<file path="config.mk">
export PLATFORM = sky130hd
export DESIGN_NAME = nbit_restoring_divider
export DESIGN_NICKNAME = d
export VERILOG_FILES = /design/src/rtl/nbit_restoring_divider.sv
export SDC_FILE = /design/constraint.sdc
export NUM_CORES = 1
export LEC_CHECK = 0
export CELL_PAD_IN_SITES_DETAIL_PLACEMENT = 1
export CELL_PAD_IN_SITES_GLOBAL_PLACEMENT = 1
export CORE_UTILIZATION = 45
export DETAILED_ROUTE_END_ITERATION = 7
export MAX_ROUTING_LAYER = met4
export PLACE_DENSITY_LB_ADDON = 0.3
export SYNTH_ARGS = -nofsm -noshare
export SYNTH_HDL_FRONTEND = slang
export SYNTH_SLANG_ARGS = --single-unit
</file>
<file path="constraint.sdc">
create_clock -name clk -period 3.9 [get_ports clk]
set_clock_uncertainty 0.05 [all_clocks]
set_input_delay 0.39 -clock clk [delete_from_list [all_inputs] [get_ports clk]]
set_output_delay 0.39 -clock clk [all_outputs]
set_load 0.03 [all_outputs]
</file>
<file path="src/rtl/nbit_restoring_divider.sv">
// Sequential unsigned restoring divider: one shift/subtract/restore step per clock,
// start/busy/done handshake, quotient and remainder held until the next result.
module nbit_restoring_divider #(
  parameter int N = 8
) (
  input  logic         clk,
  input  logic         reset,
  input  logic         start,
  input  logic [N-1:0] dividend,
  input  logic [N-1:0] divisor,
  output logic [N-1:0] quotient,
  output logic [N-1:0] remainder,
  output logic         busy,
  output logic         done,
  output logic         divByZero
);

  localparam int CW = $clog2(N + 1);

  typedef enum logic [1:0] {IDLE = 2'd0, RUN = 2'd1, FIN = 2'd2} state_t;

  state_t        stateReg, stateNext;
  logic [N-1:0]  qReg, qNext;
  logic [N-1:0]  dReg, dNext;
  logic [N:0]    rReg, rNext;
  logic [CW-1:0] cntReg, cntNext;
  logic          dbzReg, dbzNext;
  logic [N-1:0]  quotientNext, remainderNext;
  logic          doneNext, divByZeroNext;
  logic [N:0]    rShift, trial;

  always_ff @(posedge clk or posedge reset) begin
    if (reset) begin
      stateReg  <= IDLE;
      qReg      <= '0;
      dReg      <= '0;
      rReg      <= '0;
      cntReg    <= '0;
      dbzReg    <= 1'b0;
      quotient  <= '0;
      remainder <= '0;
      done      <= 1'b0;
      divByZero <= 1'b0;
    end else begin
      stateReg  <= stateNext;
      qReg      <= qNext;
      dReg      <= dNext;
      rReg      <= rNext;
      cntReg    <= cntNext;
      dbzReg    <= dbzNext;
      quotient  <= quotientNext;
      remainder <= remainderNext;
      done      <= doneNext;
      divByZero <= divByZeroNext;
    end
  end

  // Partial remainder stays below the divisor, so its top bit is always 0 before the shift.
  assign rShift = {rReg[N-1:0], qReg[N-1]};
  assign trial  = rShift - {1'b0, dReg};
  assign busy   = (stateReg != IDLE);

  always_comb begin
    stateNext     = stateReg;
    qNext         = qReg;
    dNext         = dReg;
    rNext         = rReg;
    cntNext       = cntReg;
    dbzNext       = dbzReg;
    quotientNext  = quotient;
    remainderNext = remainder;
    divByZeroNext = divByZero;
    doneNext      = 1'b0;

    case (stateReg)
      IDLE: begin
        if (start) begin
          qNext     = dividend;
          dNext     = divisor;
          rNext     = '0;
          cntNext   = '0;
          dbzNext   = (divisor == '0);
          stateNext = (divisor == '0) ? FIN : RUN;
        end
      end
      RUN: begin
        qNext   = {qReg[N-2:0], ~trial[N]};
        rNext   = trial[N] ? rShift : trial;
        cntNext = cntReg + 1'b1;
        if (cntReg == CW'(N - 1)) stateNext = FIN;
      end
      FIN: begin
        // On divide-by-zero the Q register still holds the untouched dividend.
        quotientNext  = dbzReg ? '1 : qReg;
        remainderNext = dbzReg ? qReg : rReg[N-1:0];
        divByZeroNext = dbzReg;
        doneNext      = 1'b1;
        stateNext     = IDLE;
      end
      default: stateNext = IDLE;
    endcase
  end

endmodule

</file>
# Yosys cells after proc, flatten, opt, wreduce, memory -nomap -nowiden

Cells that the tools add are included.

Bits in registers: 49
Word-level logic and storage cells: 39
Input port bits: 19

Bitwise operators: 1
Eq/ne operators: 5
Add/subtract/negate cells: 2
Reductions and logical operators: 7
Muxes and demuxes: 14

Operators with widths:

| operator              | number |
|---|---|
| $mux W8               | 5 |
| $pmux W8 S2           | 2 |
| $sub A9 B8 Y9         | 1 |
| $logic_not A8 Y1      | 1 |
| $pmux W4 S2           | 1 |
| $mux W2               | 3 |
| $reduce_and A2 Y1     | 3 |
| $add A4 B1 Y4 const B | 1 |
| $eq A4 B3 Y1 const B  | 1 |
| $mux W4               | 1 |
| $ne A2 B2 Y1 const B  | 2 |
| $pmux W2 S2           | 1 |
| $reduce_bool A2 Y1    | 2 |
| $eq A2 B1 Y1 const B  | 1 |
| $eq A2 B2 Y1 const B  | 1 |
| $logic_not A2 Y1      | 1 |
| $mux W1               | 1 |
| $not A1 Y1            | 1 |

# Logic depth before layout (Yosys ltp)

Depth after elaboration: 4
Depth in mapped cells: 10
Mapped depth without buffers: 9

# Worst setup path before layout

Ideal clock, no wire load.

Kind: register -> register
From: register qReg[7]
To: register rReg[1]
Clock period less this slack: 2.182 ns
Data required time: 3.710 ns
Path slack: 1.718 ns
Buffers on the path: 0
Arrival: 1.992 ns
Stages on the path, launching flop included: 10
Cell sequence: dfrtp_1 -> inv_1 -> ha_1 -> inv_1 -> fa_1 -> a21oi_1 -> o211a_1 -> nor3_1 -> nor2_1 -> o211ai_1

Word-level cells in the longest chain between the ends: 3

RTL lines:

| element                | RTL line | source |
|---|---|---|
| from (decl)            | 23       | `logic [N-1:0] qReg, qNext;` |
| from (signal assigned) | 46       | `qReg <= qNext;` |
| $sub A9 B8 Y9          | 60       | `assign trial = rShift - {1'b0, dReg};` |
| $mux W8                | 88       | `rNext = trial[N] ? rShift : trial;` |
| $pmux W8 S2            | 75       | `case (stateReg)` |
| to (signal assigned)   | 48       | `rReg <= rNext;` |
| to (decl)              | 25       | `logic [N:0] rReg, rNext;` |

No other way between the ends.
A chain may end at the register's enable or synchronous reset.

# Worst setup path in the final report

Same ends and word-level chain as after synthesis.

==> summary.md <==
| Metric | Value |
|---|---|
| Tcrit/Tclk final | between 70% and 80% |
| Post-DR wirelength/cell | 17.5 µm |
| Top-area cell type share of the netlist area | a little under half |
| Port bufs | 37 |
| Min Tclk post-route | 2.77 ns |
| Vias in the first global route | ~2,200 |
| Global Route Usage Sum | 25.1% |
| Int Pwr | about 0.0015 W |
| Drt initial violations | 97 |
| Routed vias/inst | about 5.6 |
| Row count | 27 |
| H-tree depth | 2 |
| Starting Density | 46.9% |
| Final Hold Viols | 0 |
| Syn_nets | between 200 and 300 |
| Post-cts gate resize count | 0 |
| Vertical die dimension | 77.8 µm |
| Sw Pwr | 0.00126 W |
| Crit-path leading delay family | compound AO/OA/AOI/OAI gates |
| Crit path largest cell delay | roughly 0.50 ns |
| Critical path data arrival time | roughly 2.9 ns |
| CP dominant cell by count | inv_1 |
| Ratio of cells with drive above 1 in the final layout | 7.64% |
| Clk buf depth | 2 |
| Setup crit end kind | flop |
| Clock buffer count from CTS | 5 |
| Post-CTS setup buffers | 0 |
| Post-synth EDFFs | 0 |
| Nets | around 330 |
| Setup CP Type | reg -> reg |
| Post-DP HPWL | about 4.6 mm |
| Reg clk slew, reported paths | roughly 0.10 ns |
| Synth async-reset ratio | between 90% and 100% |
| Post-synthesis register bit count | 49 |
| Fraction of power spent switching nets | around 46% |
| DRT antenna net count | 0 |
| Count leader, synth | dfrtp_1 |
| Leakage power | approximately 1.3 nW |
| PD cells | just under 900 nW/µm² |
| DRT Pass-1 Iters | 4 |
| Largest net degree at the start of global routing | 50 |
| Max_cap viols | 0 |
| Post-Route WL | roughly 6.5 mm |
| Pins Over Slew Limit | 0 |
| Layout fillers | about 620 |
| Seq/Total Area, Yosys | 47.5% |
| Clk_lat worst skew | 0.30 ns |
| Syn_area_per_cell | around 9.6 µm² |
| Drt drc | 0 |
| Logic pwr share | between 50% and 60% |
| Relative slew slack | roughly a third |
| # setup viols final | 0 |
| GPL Wtd Cong | 0.847 |
| CP Cell Sequence | inv_1 -> ha_1 -> inv_1 -> fa_1 -> a21oi_1 -> o211a_1 -> nor3_1 -> nor2_1 -> o211ai_1 |
| Worst hold slack | 0.440 ns |
| CTS tree | built |
| Setup TNS Final | 0 ns |
| Area grow syn2layout | 20.1% |
| Total grt overflow | 0 |
| Post-CTS Hold Buffers | 0 |
| Largest cells by area after synthesis | dfrtp_1 (47%), nand2_1 (5.5%), o21ai_0 (5.2%) |
| Antenna violations before repair | 0 |
| # IOs | 38 |
| CP bufs+invs | 2 |
| Synth Flop Type | dfrtp_1 |
| Synth Instances | 270 |
| Synth warn | 0 |
| First-pass GRT wire length | between 10 and 15 mm |
| Worst Path Required | approximately 4 ns |
| Highest Clock Rate | around 0.36 GHz |
| CP max FO | 7 |
| Worst Hold Class | reg -> reg |
| FF/Latch Area | 1230 µm² |
| CTS Root Cell | clkbuf_8 |
| Post-synth top cells | dfrtp_1 (49), nand2_1 (38), o21ai_0 (27) |
| Area taken by multi-input logic gates | around 1200 µm² |
| Cell taking the most area after synthesis | dfrtp_1 |
| Startpoint Class | flop |
| Count of different cell masters after synthesis | 43 |
| Worst slew pin tran | about 1.0 ns |
| # diodes | 0 |
| Via count | about 2,100 |
| Peak supply drop | ~390 µV |
| Clock power share | 13.4% |
| Status | finished, final reports clean |
| CP max stage cell | nor2_1 |
| Clk sink count | 49 |
| Flop pwr share | between 30% and 40% |
| Synth Cell Area | around 2600 µm² |
| Die width | 77.8 µm |
| Die area | 6050 µm² |
| Core ar. | roughly 5500 µm² |
| Unrepaired setup endpoints after global routing | no |
==> power by group through the flow <==
stage / clock network [W] / logic [W] / registers (W)
after floorplan: 0 / 0.000975 / 0.000934
after global placement: 0 / 0.00136 / 0.000920
after detailed placement: 0 / 0.00143 / 0.000930
after CTS: 0.000378 / 0.00148 / 0.000922
after global routing: 0.000401 / 0.00163 / 0.000954
final: 0.000369 / 0.00147 / 0.000923
==> stage by stage <==
step	instances	worst slack, ns	cell area [µm²]	power [W]	util (%)
after floorplan	270	1.72	2580	0.00191	-
after global placement	365	1.44	2990	0.00228	54.3
after detailed placement	365	1.31	2990	0.00236	54.3
after CTS	373	1.13	3100	0.00278	56.4
after global routing	373	0.945	3100	0.00298	56.4
final	373	1.13	3100	0.00276	56.4
==> final timing paths <==
| kind | from | endpoint | slack (ns) | depth (start not counted) |
|---|---|---|---|---|
| worst min register to register | remainder[6]$_DFFE_PP0P_ | remainder[6]$_DFFE_PP0P_ | 0.44 | 2 |
| worst min-delay path | remainder[6]$_DFFE_PP0P_ | remainder[6]$_DFFE_PP0P_ | 0.44 | 2 |
| worst max-delay path | qReg[7]$_DFFE_PP0P_ | rReg[1]$_DFFE_PP0P_ | 1.13 | 9 |
| worst max register to register | qReg[7]$_DFFE_PP0P_ | rReg[1]$_DFFE_PP0P_ | 1.13 | 9 |
| max in group asynchronous | reset | dReg[4]$_DFFE_PP0P_ | 2.59 | 2 |
| min in group asynchronous | reset | remainder[6]$_DFFE_PP0P_ | 0.59 | 2 |
==> cell type report <==
class	count	area share, %
multi-input cells	192	40.1
flip-flops and latches	49	39.5
repair buffers	38	12.2
well taps	72	2.90
clock buffers	5	2.22
inverters	14	1.69
clock inverters	3	1.41
==> worst min-delay path, delay by kind of cell (launching register included) <==
family / cells / cell delay, ns
flops: 1 / 0.36
compound gates: 1 / 0.06
simple gates: 1 / 0.05
==> registers in the layout, summed over array words and instances, names as in the netlist <==
| name | flops |
|---|---|
| remainder | 8 |
| rReg | 8 |
| stateReg | 2 |
| done | 1 |
| divByZero | 1 |
| dReg | 8 |
| dbzReg | 1 |
| qReg | 8 |
| quotient | 8 |
| cntReg | 4 |
==> layout by cell type, fill, tap and decap left out, types with 2 or more instances in the layout <==
cell type        netlist  layout
and3b_1                5       5
o211ai_1               2       2
nand4_1                6       6
a21oi_1               13      13
or4_1                  2       2
nand2_1               38      38
dfrtp_1               49      49
mux2i_1                8       8
inv_1                 14      13
clkbuf_8               0       5
nor2b_1                4       4
o21ai_1                2       2
o21ai_0               27      27
a21o_1                 3       3
o31ai_1                2       2
nand3_1                5       5
o311ai_1               4       4
clkdlybuf4s50_1        0      37
a22o_1                 2       2
mux2_2                11      11
and2_1                 2       2
nor2_1                15      15
xnor2_1                2       2
a22oi_1                3       3
nand2b_1               3       3
nor3_1                 4       4
o2111ai_1              3       3
nor4_1                 2       2
ha_1                   9       9
xor2_1                 3       3
==> kinds of logic after synthesis <==
group                      share of synthesized area, %
and+or+nand+nor                                    16.9
AOI/OAI and AO/OA                                  16.6
DFF                                                47.5
buffers and inverters                              4.36
muxes                                              7.89
adders and majority gates                          5.13
xor gates and xnor gates                           1.70
==> layer usage <==
metal,vias to the layer above,share of wire (%),global-route usage [%]
li1,1017,-,-
met1,1025,46,31.3
met2,39,49,41.2
met3,13,2.6,4.24
met4,0,2.1,8.30
met5,-,0,-
Power figures use the tool's default switching activity.
